--- src/rtl/vape_boundary_mr.sv ---
`default_nettype none
// ============================================================================
// Module   : vape_boundary_mr
// Purpose  : Multi-region metadata-integrity monitor. Watches CPU and DMA
//            writes against NUM_REG protected address ranges and the ER entry
//            point. Raises exec only while ER execution began cleanly and no
//            protected region has been written since. Records which
//            region(s) and which bus caused an abort in sticky registers.
// Ports    : clk, reset_n (async, active-low)
//            pc, data_addr/data_en, dma_addr/dma_en   - monitored buses
//            er_min, er_max                           - ER bounds (er_max is
//                                                       carried only)
//            reg_min, reg_max, reg_en                 - packed region config
//            clr_cause                                - clear sticky state
//            exec, viol_cause, viol_src, viol_cnt     - results
// Config   : VAPE_BOUNDARY_VIOL_CNT_EN - when defined, viol_cnt counts
//            EXEC->ABORT transitions (saturating); otherwise tied to 0.
// Revision : 1.0 - initial multi-region release
// ============================================================================
module vape_boundary_mr #(
   parameter int AW      = 16,
   parameter int NUM_REG = 2,
   parameter int CNT_W   = 8
) (
   input  logic                    clk,
   input  logic                    reset_n,
   input  logic [AW-1:0]           pc,
   input  logic [AW-1:0]           data_addr,
   input  logic                    data_en,
   input  logic [AW-1:0]           dma_addr,
   input  logic                    dma_en,
   input  logic [AW-1:0]           er_min,
   input  logic [AW-1:0]           er_max,
   input  logic [NUM_REG*AW-1:0]   reg_min,
   input  logic [NUM_REG*AW-1:0]   reg_max,
   input  logic [NUM_REG-1:0]      reg_en,
   input  logic                    clr_cause,
   output logic                    exec,
   output logic [NUM_REG-1:0]      viol_cause,
   output logic [1:0]              viol_src,
   output logic [CNT_W-1:0]        viol_cnt
);

   typedef enum logic [0:0] {
      ST_ABORT = 1'b0,
      ST_EXEC  = 1'b1
   } state_t;

   state_t               r_state;
   logic [NUM_REG-1:0]   r_viol_cause;
   logic [1:0]           r_viol_src;

   logic [NUM_REG-1:0]   w_cpu_hit;
   logic [NUM_REG-1:0]   w_dma_hit;
   logic [NUM_REG-1:0]   w_hit;
   logic                 w_change;
   logic                 w_entry;
   logic                 w_unused_er_max;

   // er_max is only forwarded to attestation; it never influences decisions.
   assign w_unused_er_max = ^er_max;

   // Per-region inclusive range test. A region with min > max is disarmed.
   generate
      for (genvar gi = 0; gi < NUM_REG; gi++) begin : g_region
         logic [AW-1:0] w_lo;
         logic [AW-1:0] w_hi;
         logic          w_armed;

         assign w_lo    = reg_min[gi*AW +: AW];
         assign w_hi    = reg_max[gi*AW +: AW];
         assign w_armed = reg_en[gi] & (w_lo <= w_hi);

         assign w_cpu_hit[gi] = w_armed & data_en &
                                (data_addr >= w_lo) & (data_addr <= w_hi);
         assign w_dma_hit[gi] = w_armed & dma_en &
                                (dma_addr >= w_lo) & (dma_addr <= w_hi);
      end
   endgenerate

   assign w_hit    = w_cpu_hit | w_dma_hit;
   assign w_change = |w_hit;
   assign w_entry  = (pc == er_min);

   // Zero-latency flag: a write in the current cycle kills it immediately,
   // and a clean ER entry raises it before the state register catches up.
   // Gating with reset_n keeps it low during reset even when pc == er_min.
   assign exec = reset_n & ~w_change & ((r_state == ST_EXEC) | w_entry);

   always_ff @(posedge clk or negedge reset_n) begin
      if (!reset_n) begin
         r_state <= ST_ABORT;
      end else begin
         case (r_state)
            ST_ABORT: if (w_entry && !w_change) r_state <= ST_EXEC;
            ST_EXEC:  if (w_change)             r_state <= ST_ABORT;
            default:                            r_state <= ST_ABORT;
         endcase
      end
   end

   // Sticky cause/source. On a clear, any hit in the same cycle is kept so
   // that a violation is never lost to a concurrent clear.
   always_ff @(posedge clk or negedge reset_n) begin
      if (!reset_n) begin
         r_viol_cause <= '0;
         r_viol_src   <= '0;
      end else if (clr_cause) begin
         r_viol_cause <= w_hit;
         r_viol_src   <= {|w_dma_hit, |w_cpu_hit};
      end else begin
         r_viol_cause <= r_viol_cause | w_hit;
         r_viol_src   <= r_viol_src | {|w_dma_hit, |w_cpu_hit};
      end
   end

   assign viol_cause = r_viol_cause;
   assign viol_src   = r_viol_src;

`ifdef VAPE_BOUNDARY_VIOL_CNT_EN
   localparam logic [CNT_W-1:0] C_CNT_MAX = {CNT_W{1'b1}};

   logic [CNT_W-1:0] r_viol_cnt;
   logic             w_leave;

   assign w_leave = (r_state == ST_EXEC) & w_change;

   // Saturating abort counter; a clear coinciding with an abort leaves 1.
   always_ff @(posedge clk or negedge reset_n) begin
      if (!reset_n) begin
         r_viol_cnt <= '0;
      end else if (clr_cause) begin
         r_viol_cnt <= w_leave ? {{(CNT_W-1){1'b0}}, 1'b1} : '0;
      end else if (w_leave && (r_viol_cnt != C_CNT_MAX)) begin
         r_viol_cnt <= r_viol_cnt + 1'b1;
      end
   end

   assign viol_cnt = r_viol_cnt;
`else
   assign viol_cnt = '0;
`endif

endmodule
`default_nettype wire

--- config.mk ---
export PLATFORM = sky130hd
export DESIGN_NAME = vape_boundary_mr
export DESIGN_NICKNAME = d
export VERILOG_FILES = /design/src/rtl/vape_boundary_mr.sv
export SDC_FILE = /design/constraint.sdc
export NUM_CORES = 1
export LEC_CHECK = 0
export CORE_MARGIN = 2
export CORE_UTILIZATION = 49
export DETAILED_ROUTE_END_ITERATION = 10
export PLACE_DENSITY = 0.88
export SYNTH_ARGS = -nofsm -noshare
export SYNTH_HDL_FRONTEND = slang
export SYNTH_SLANG_ARGS = --single-unit
--- constraint.sdc ---
create_clock -name clk -period 8.1 [get_ports clk]
set_input_delay 2.025 -clock clk [delete_from_list [all_inputs] [get_ports clk]]
set_output_delay 2.025 -clock clk [all_outputs]
set_load 0.1 [all_outputs]
==> run_results.csv, run 1 <==
group,metric,value,unit
place,pre_cts_slack,1160,ps
final_layout,stdcell_count,752,
cts,cts_made_buffers,3,
power_and_ir_drop,p_int,0.206,mW
critical_path,r2r-start,"r_state$_DFF_PN0_",
final_layout,area_growth,37.5,%
critical_path,r2r_cells,2,
detailed_routing,wl,13400,um
detailed_routing,vias_per_cell,5.91,
flow_run,maxCapViolCount,0,
sta,finalHoldViolations,0,
sta,skew,0,ps
yosys,synthMuxAreaShare,0,%
place,dp_cells,748,
min_path,worstHoldPathCells,1,
sta,setup_ws,1080,ps
power_and_ir_drop,p_clk_share,12.1,%
yosys,synth_top_family_by_area,"adder cells",
power_and_ir_drop,vdd_drop_max,0.0000372,V
final_layout,multiInputGateArea,3660,sq um
floorplanning,die_x,95.2,um
sta,fin_tns_setup,0,ps
yosys,synth_area,4080,sq um
sta,finalCritPeriodShare,86.6,%
yosys,synth_edf_count,0,
yosys,synthFlopType,"dfrtp_1",
yosys,synth_top_area_share,49.1,%
detailed_routing,wire_per_inst,17.9,um
yosys,ys_seq_area_share,3.07,%
final_layout,seqCellArea,125,sq um
sta,slew_headroom,33.7,%
sta,tightestPinTransition,992,ps
place,port_buffers,139,
cts,cts_sinks,5,
detailed_routing,dr.pass1.iters,5,
floorplanning,core-area,8130,sq um
power_and_ir_drop,p_sw_share,46.5,%
cts,clk_latency,220,ps
floorplanning,io_pins,164,
sta,rsz0062_at_grt,"false",
yosys,yosysWarnings,0,
critical_path,regToRegSetupSlack,7390,ps
yosys,synthTopCellsByArea,"ha_1 49%, inv_1 6.4%, a21oi_1 5.9%",
sta,whs,479,ps
floorplanning,dieArea,9070,sq um
critical_path,cp-end-kind,"output port",
yosys,synthAdderAreaFrac,49.1,%
final_layout,fill_cells,650,
cts,cts_tree,"yes",
cts,hold_buffers,0,
critical_path,required,6080,ps
yosys,synth_top_area_cell,"ha_1",
floorplanning,num_rows,33,
power_and_ir_drop,leakagePower,2.85,nW
final_layout,nNetsFinal,959,
detailed_routing,drt_iter0_markers,205,
grt,antenna_found_initial,0,
critical_path,critPathArrivalTime,4990,ps
yosys,ys_seq_elements,5,
grt,grtUsageTotal,29.5,%
yosys,synth-simple-area-share,15.3,%
sta,maxSlewViolCount,0,
grt,first_global_vias,4374,
power_and_ir_drop,netSwitchingPower,0.179,mW
grt,grt-ovfl-total,0,
cts,cts_resized,0,
grt,grt_max_degree,7,
yosys,synth-compound-area-share,21.1,%
critical_path,regToRegEndpoint,"r_state$_DFF_PN0_",
yosys,synthArstFlopShare,100,%
min_path,hp-start,"viol_cause[1]$_DFF_PN0_",
yosys,synthDistinctLibCells,43,
power_and_ir_drop,p_per_area,68.7,nW/um^2
power_and_ir_drop,power_frac_seq,7.5,%
critical_path,crit_fanout,4,
sta,setup_viol,0,
cts,cts_root_buf,"clkbuf_8",
critical_path,critPathKind,"input pin to output port",
detailed_routing,ant_nets,0,
cts,cts_setup_buffers,0,
detailed_routing,via_count,4444,
status,status,"completed",
cts,clk_path_buf_depth,2,
floorplanning,fp.dieH,95.2,um
yosys,synthXorXnorAreaFrac,3.44,%
place,dpl.hpwl,11900,um
power_and_ir_drop,comb_power_share,80.4,%
min_path,hp-class,"register to register",
sta,fmax,0.143,GHz
detailed_routing,drc,0,
grt,grt_first_pass_wirelength,20800,um
cts,cts.htree.levels,1,
sta,finalCriticalPeriod,7020,ps
final_layout,drive_gt1_share,1.55,%
cts,clk_pin_slew,30,ps
yosys,syn_avg_cell_area,8.08,sq um
critical_path,cp-start-kind,"input pin",
yosys,syn_inst,505,
final_layout,antenna_cells,0,
floorplanning,initial_utilization,50.1,%
place,gp_congestion,0.930,
min_path,min_to,"viol_cause[1]$_DFF_PN0_",
[registers in the layout, summed over array words and instances (netlist names)]
name        flops
r_state         1
viol_cause      2
viol_src        2
[logic make-up after synthesis]
group,after synthesis
adder cells (fa/ha/maj),160
buffers and inverters,78
other,1
AND/OR/NAND/NOR,112
XOR/XNOR,16
flip-flops,5
AO/OA/AOI/OAI,133
[worst max-delay path by stage]
| stage | startpoint | end | slack [ps] | depth (start not counted) |
|---|---|---|---|---|
| detailed placement | dma_addr[14] | exec | 1160 | 10 |
| CTS | dma_addr[14] | exec | 1150 | 10 |
| floorplan | reg_max[14] | exec | 890 | 9 |
| global route | dma_addr[13] | exec | 980 | 10 |
| global placement | dma_addr[14] | exec | 1200 | 10 |
| finish | dma_addr[14] | exec | 1080 | 10 |
[metal layers]
metal | track usage, % | wire length (um)
met5 | 0 | 0
met3 | 2.13 | 752
met1 | 37.3 | 5720
met2 | 53.4 | 6610
met4 | 8.21 | 351
[synthesized netlist by cell type, drive strengths merged (8+ instances only)]
cell	n
ha	160
nand3	18
nand2	18
nor2	8
a21o	26
nand4	33
xnor2	16
a21oi	48
nor2b	9
o21ai	18
buf	8
inv	70
[through the flow]
stage | util [%] | instance area [sq um] | total power [mW]
global placement | 68.4 | 5570 | 0.322
floorplan | - | 4110 | 0.205
CTS | 69.0 | 5610 | 0.383
global route | 69.0 | 5610 | 0.420
finish | 69.0 | 5610 | 0.386
detailed placement | 68.4 | 5570 | 0.333
[critical path, stage by stage]
cell	delay, ps
clkdlybuf4s50_1	530
ha_1	380
nand4_1	170
nor4_1	510
a21boi_0	260
o31a_1	160
a31oi_1	50
o22a_1	260
nor4b_2	310
buf_4	340
[area by class of cell]
type | count | share of cell area [%]
Multi-Input combinational cell | 429 | 65.2
Clock buffer | 4 | 0.803
Tap cell | 105 | 2.34
Sequential cell | 5 | 2.23
Timing Repair Buffer | 139 | 24.8
Inverter | 70 | 4.68
[cells in the final DEF (no fill, tap or decap), types with 5 or more instances in the layout]
cell / instances
nand3_1: 18
a21o_1: 26
nor2_1: 8
nand2_1: 18
o211ai_1: 7
conb_1: 8
nor2b_1: 9
clkdlybuf4s50_1: 138
a21oi_1: 48
nand4_1: 33
nand2b_1: 6
a211oi_1: 7
nor3_1: 5
dfrtp_1: 5
xnor2_1: 16
inv_1: 70
o21ai_0: 18
ha_1: 160
[power by group through the flow]
stage / combinational, mW / clock (mW) / sequential, mW
detailed placement: 0.304 / 0 / 0.0291
finish: 0.310 / 0.0467 / 0.0288
floorplan: 0.158 / 0 / 0.0464
CTS: 0.307 / 0.0471 / 0.0288
global placement: 0.293 / 0 / 0.0290
global route: 0.342 / 0.0487 / 0.0289
(Power assumes the default switching activity.)
==> run 2, diff against run 1 <==
Settings changed: CORE_ASPECT_RATIO set to 0.9, CORE_UTILIZATION 49 to 46, PLACE_DENSITY 0.88 to 0.83.
Clock period 8.1 ns to 7.5 ns, I/O delays scaled along.
==> run_results.csv, run 2 (synthesized netlist as in run 1, its figures left out) <==
group,metric,value,unit
detailed_routing,ant_nets,0,
place,gp_congestion,0.954,
cts,clk_latency,220,ps
sta,skew,0,ps
place,port_buffers,139,
power_and_ir_drop,p_sw_share,46.6,%
grt,antenna_found_initial,0,
critical_path,required,5620,ps
min_path,hp-class,"register to register",
critical_path,critPathKind,"input pin to output port",
critical_path,cp_slowest_cell,"clkdlybuf4s50_1",
detailed_routing,wire_per_inst,17.9,um
floorplanning,dieArea,9640,sq um
sta,fmax,0.149,GHz
detailed_routing,wl,13700,um
final_layout,layout_commonest_cell,"ha_1",
detailed_routing,dr.pass1.iters,5,
cts,cts_root_buf,"clkbuf_8",
grt,first_global_vias,4511,
cts,cts.htree.levels,1,
place,dpl.hpwl,12400,um
cts,cts_made_buffers,3,
cts,hold_buffers,0,
sta,setup_viol,0,
critical_path,crit_fanout,4,
grt,grt_first_pass_wirelength,21300,um
cts,cts_setup_buffers,0,
min_path,worstHoldPathCells,1,
cts,clk_pin_slew,30,ps
detailed_routing,via_count,4470,
power_and_ir_drop,vdd_drop_max,0.000102,V
sta,finalCriticalPeriod,6730,ps
grt,grt_max_degree,7,
floorplanning,fp.dieH,93.3,um
grt,grt-ovfl-total,0,
power_and_ir_drop,leakagePower,2.85,nW
cts,cts_tree,"yes",
power_and_ir_drop,p_clk_share,11.8,%
detailed_routing,vias_per_cell,5.84,
floorplanning,initial_utilization,47.4,%
floorplanning,core-area,8610,sq um
final_layout,antenna_cells,0,
sta,tightestPinTransition,991,ps
sta,finalCritPeriodShare,89.7,%
floorplanning,die_x,103,um
sta,whs,482,ps
power_and_ir_drop,netSwitchingPower,0.194,mW
critical_path,cp-end-kind,"output port",
final_layout,stdcell_count,766,
final_layout,final_area,5630,sq um
final_layout,nNetsFinal,959,
sta,maxSlewViolCount,0,
cts,clk_path_buf_depth,2,
grt,grtUsageTotal,28.3,%
critical_path,crit_chain,"clkdlybuf4s50_1, ha_1, nand4_1, nor4_1, a21boi_0, o31a_1, a31oi_1, o22a_1, nor4b_2, buf_4",
sta,finalHoldViolations,0,
final_layout,area_growth,38.0,%
critical_path,critPathArrivalTime,4860,ps
cts,cts_sinks,5,
place,dp_cells,762,
sta,fin_tns_setup,0,ps
critical_path,r2r_cells,2,
flow_run,maxCapViolCount,0,
detailed_routing,drc,0,
power_and_ir_drop,comb_power_share,80.7,%
power_and_ir_drop,power_frac_seq,7.5,%
cts,cts_resized,0,
sta,rsz0062_at_grt,"false",
power_and_ir_drop,power,0.417,mW
sta,slew_headroom,33.7,%
critical_path,cp-start-kind,"input pin",
status,status,"completed",
final_layout,drive_gt1_share,1.55,%
power_and_ir_drop,p_per_area,74.0,nW/um^2
detailed_routing,drt_iter0_markers,261,
critical_path,cpPeakStageDelay,550,ps
place,placed_cell_area,5580,sq um
floorplanning,io_pins,164,
final_layout,final_cell_mix,"160 x ha_1, 138 x clkdlybuf4s50_1, 70 x inv_1",
power_and_ir_drop,p_int,0.222,mW
floorplanning,num_rows,32,
## run 2: power by group through the flow
stage          Clock (mW)  Combinational (mW)  Sequential, mW
3_3_place_gp            0               0.318          0.0312
2_1_floorplan           0               0.171          0.0501
3_5_place_dp            0               0.331          0.0315
6_report           0.0490               0.336          0.0312
5_1_grt            0.0519               0.371          0.0314
4_1_cts            0.0495               0.333          0.0312
## run 2: critical path, delay by kind of cell
| family | cells | cell delay, ps |
|---|---|---|
| fa+ha+maj | 1 | 400 |
| compound gates | 4 | 720 |
| simple gates | 3 | 970 |
| buf+inv | 2 | 880 |
## run 2: worst paths after layout
path,startpoint,endpoint,slack (ps)
hold reg to reg,viol_cause[1]$_DFF_PN0_,viol_cause[1]$_DFF_PN0_,480
max in group asynchronous,reset_n,viol_cause[0]$_DFF_PN0_,5410
setup / recovery,dma_addr[14],exec,770
hold / removal,viol_cause[1]$_DFF_PN0_,viol_cause[1]$_DFF_PN0_,480
min in group asynchronous,reset_n,viol_src[0]$_DFF_PN0_,1890
setup reg to reg,r_state$_DFF_PN0_,r_state$_DFF_PN0_,6780
## run 2: area by class of cell
cell class                 instances  area, sq um
tap                              119          149
clock buffer                       4         45.0
sequential                         5          125
fill                             729         2980
inverter                          70          263
timing repair buffer             139         1390
multi-input combinational        429         3660
## run 2: per-stage QoR
| stage | util, % | setup slack (ps) |
|---|---|---|
| finish | 65.4 | 769 |
| global route | 65.4 | 647 |
| CTS | 65.4 | 793 |
| detailed placement | 64.9 | 808 |
| global placement | 64.9 | 852 |
| floorplan | - | 588 |
## run 2: routing by layer
layer	part of all wire (%)	GRT usage (%)	routed length [um]	vias to the layer above
met5	0	0	0	-
met4	3.0	8.55	413	0
met3	6.6	2.39	904	31
met2	47	48.8	6490	187
met1	43	37.2	5920	2069
li1	-	-	-	2183
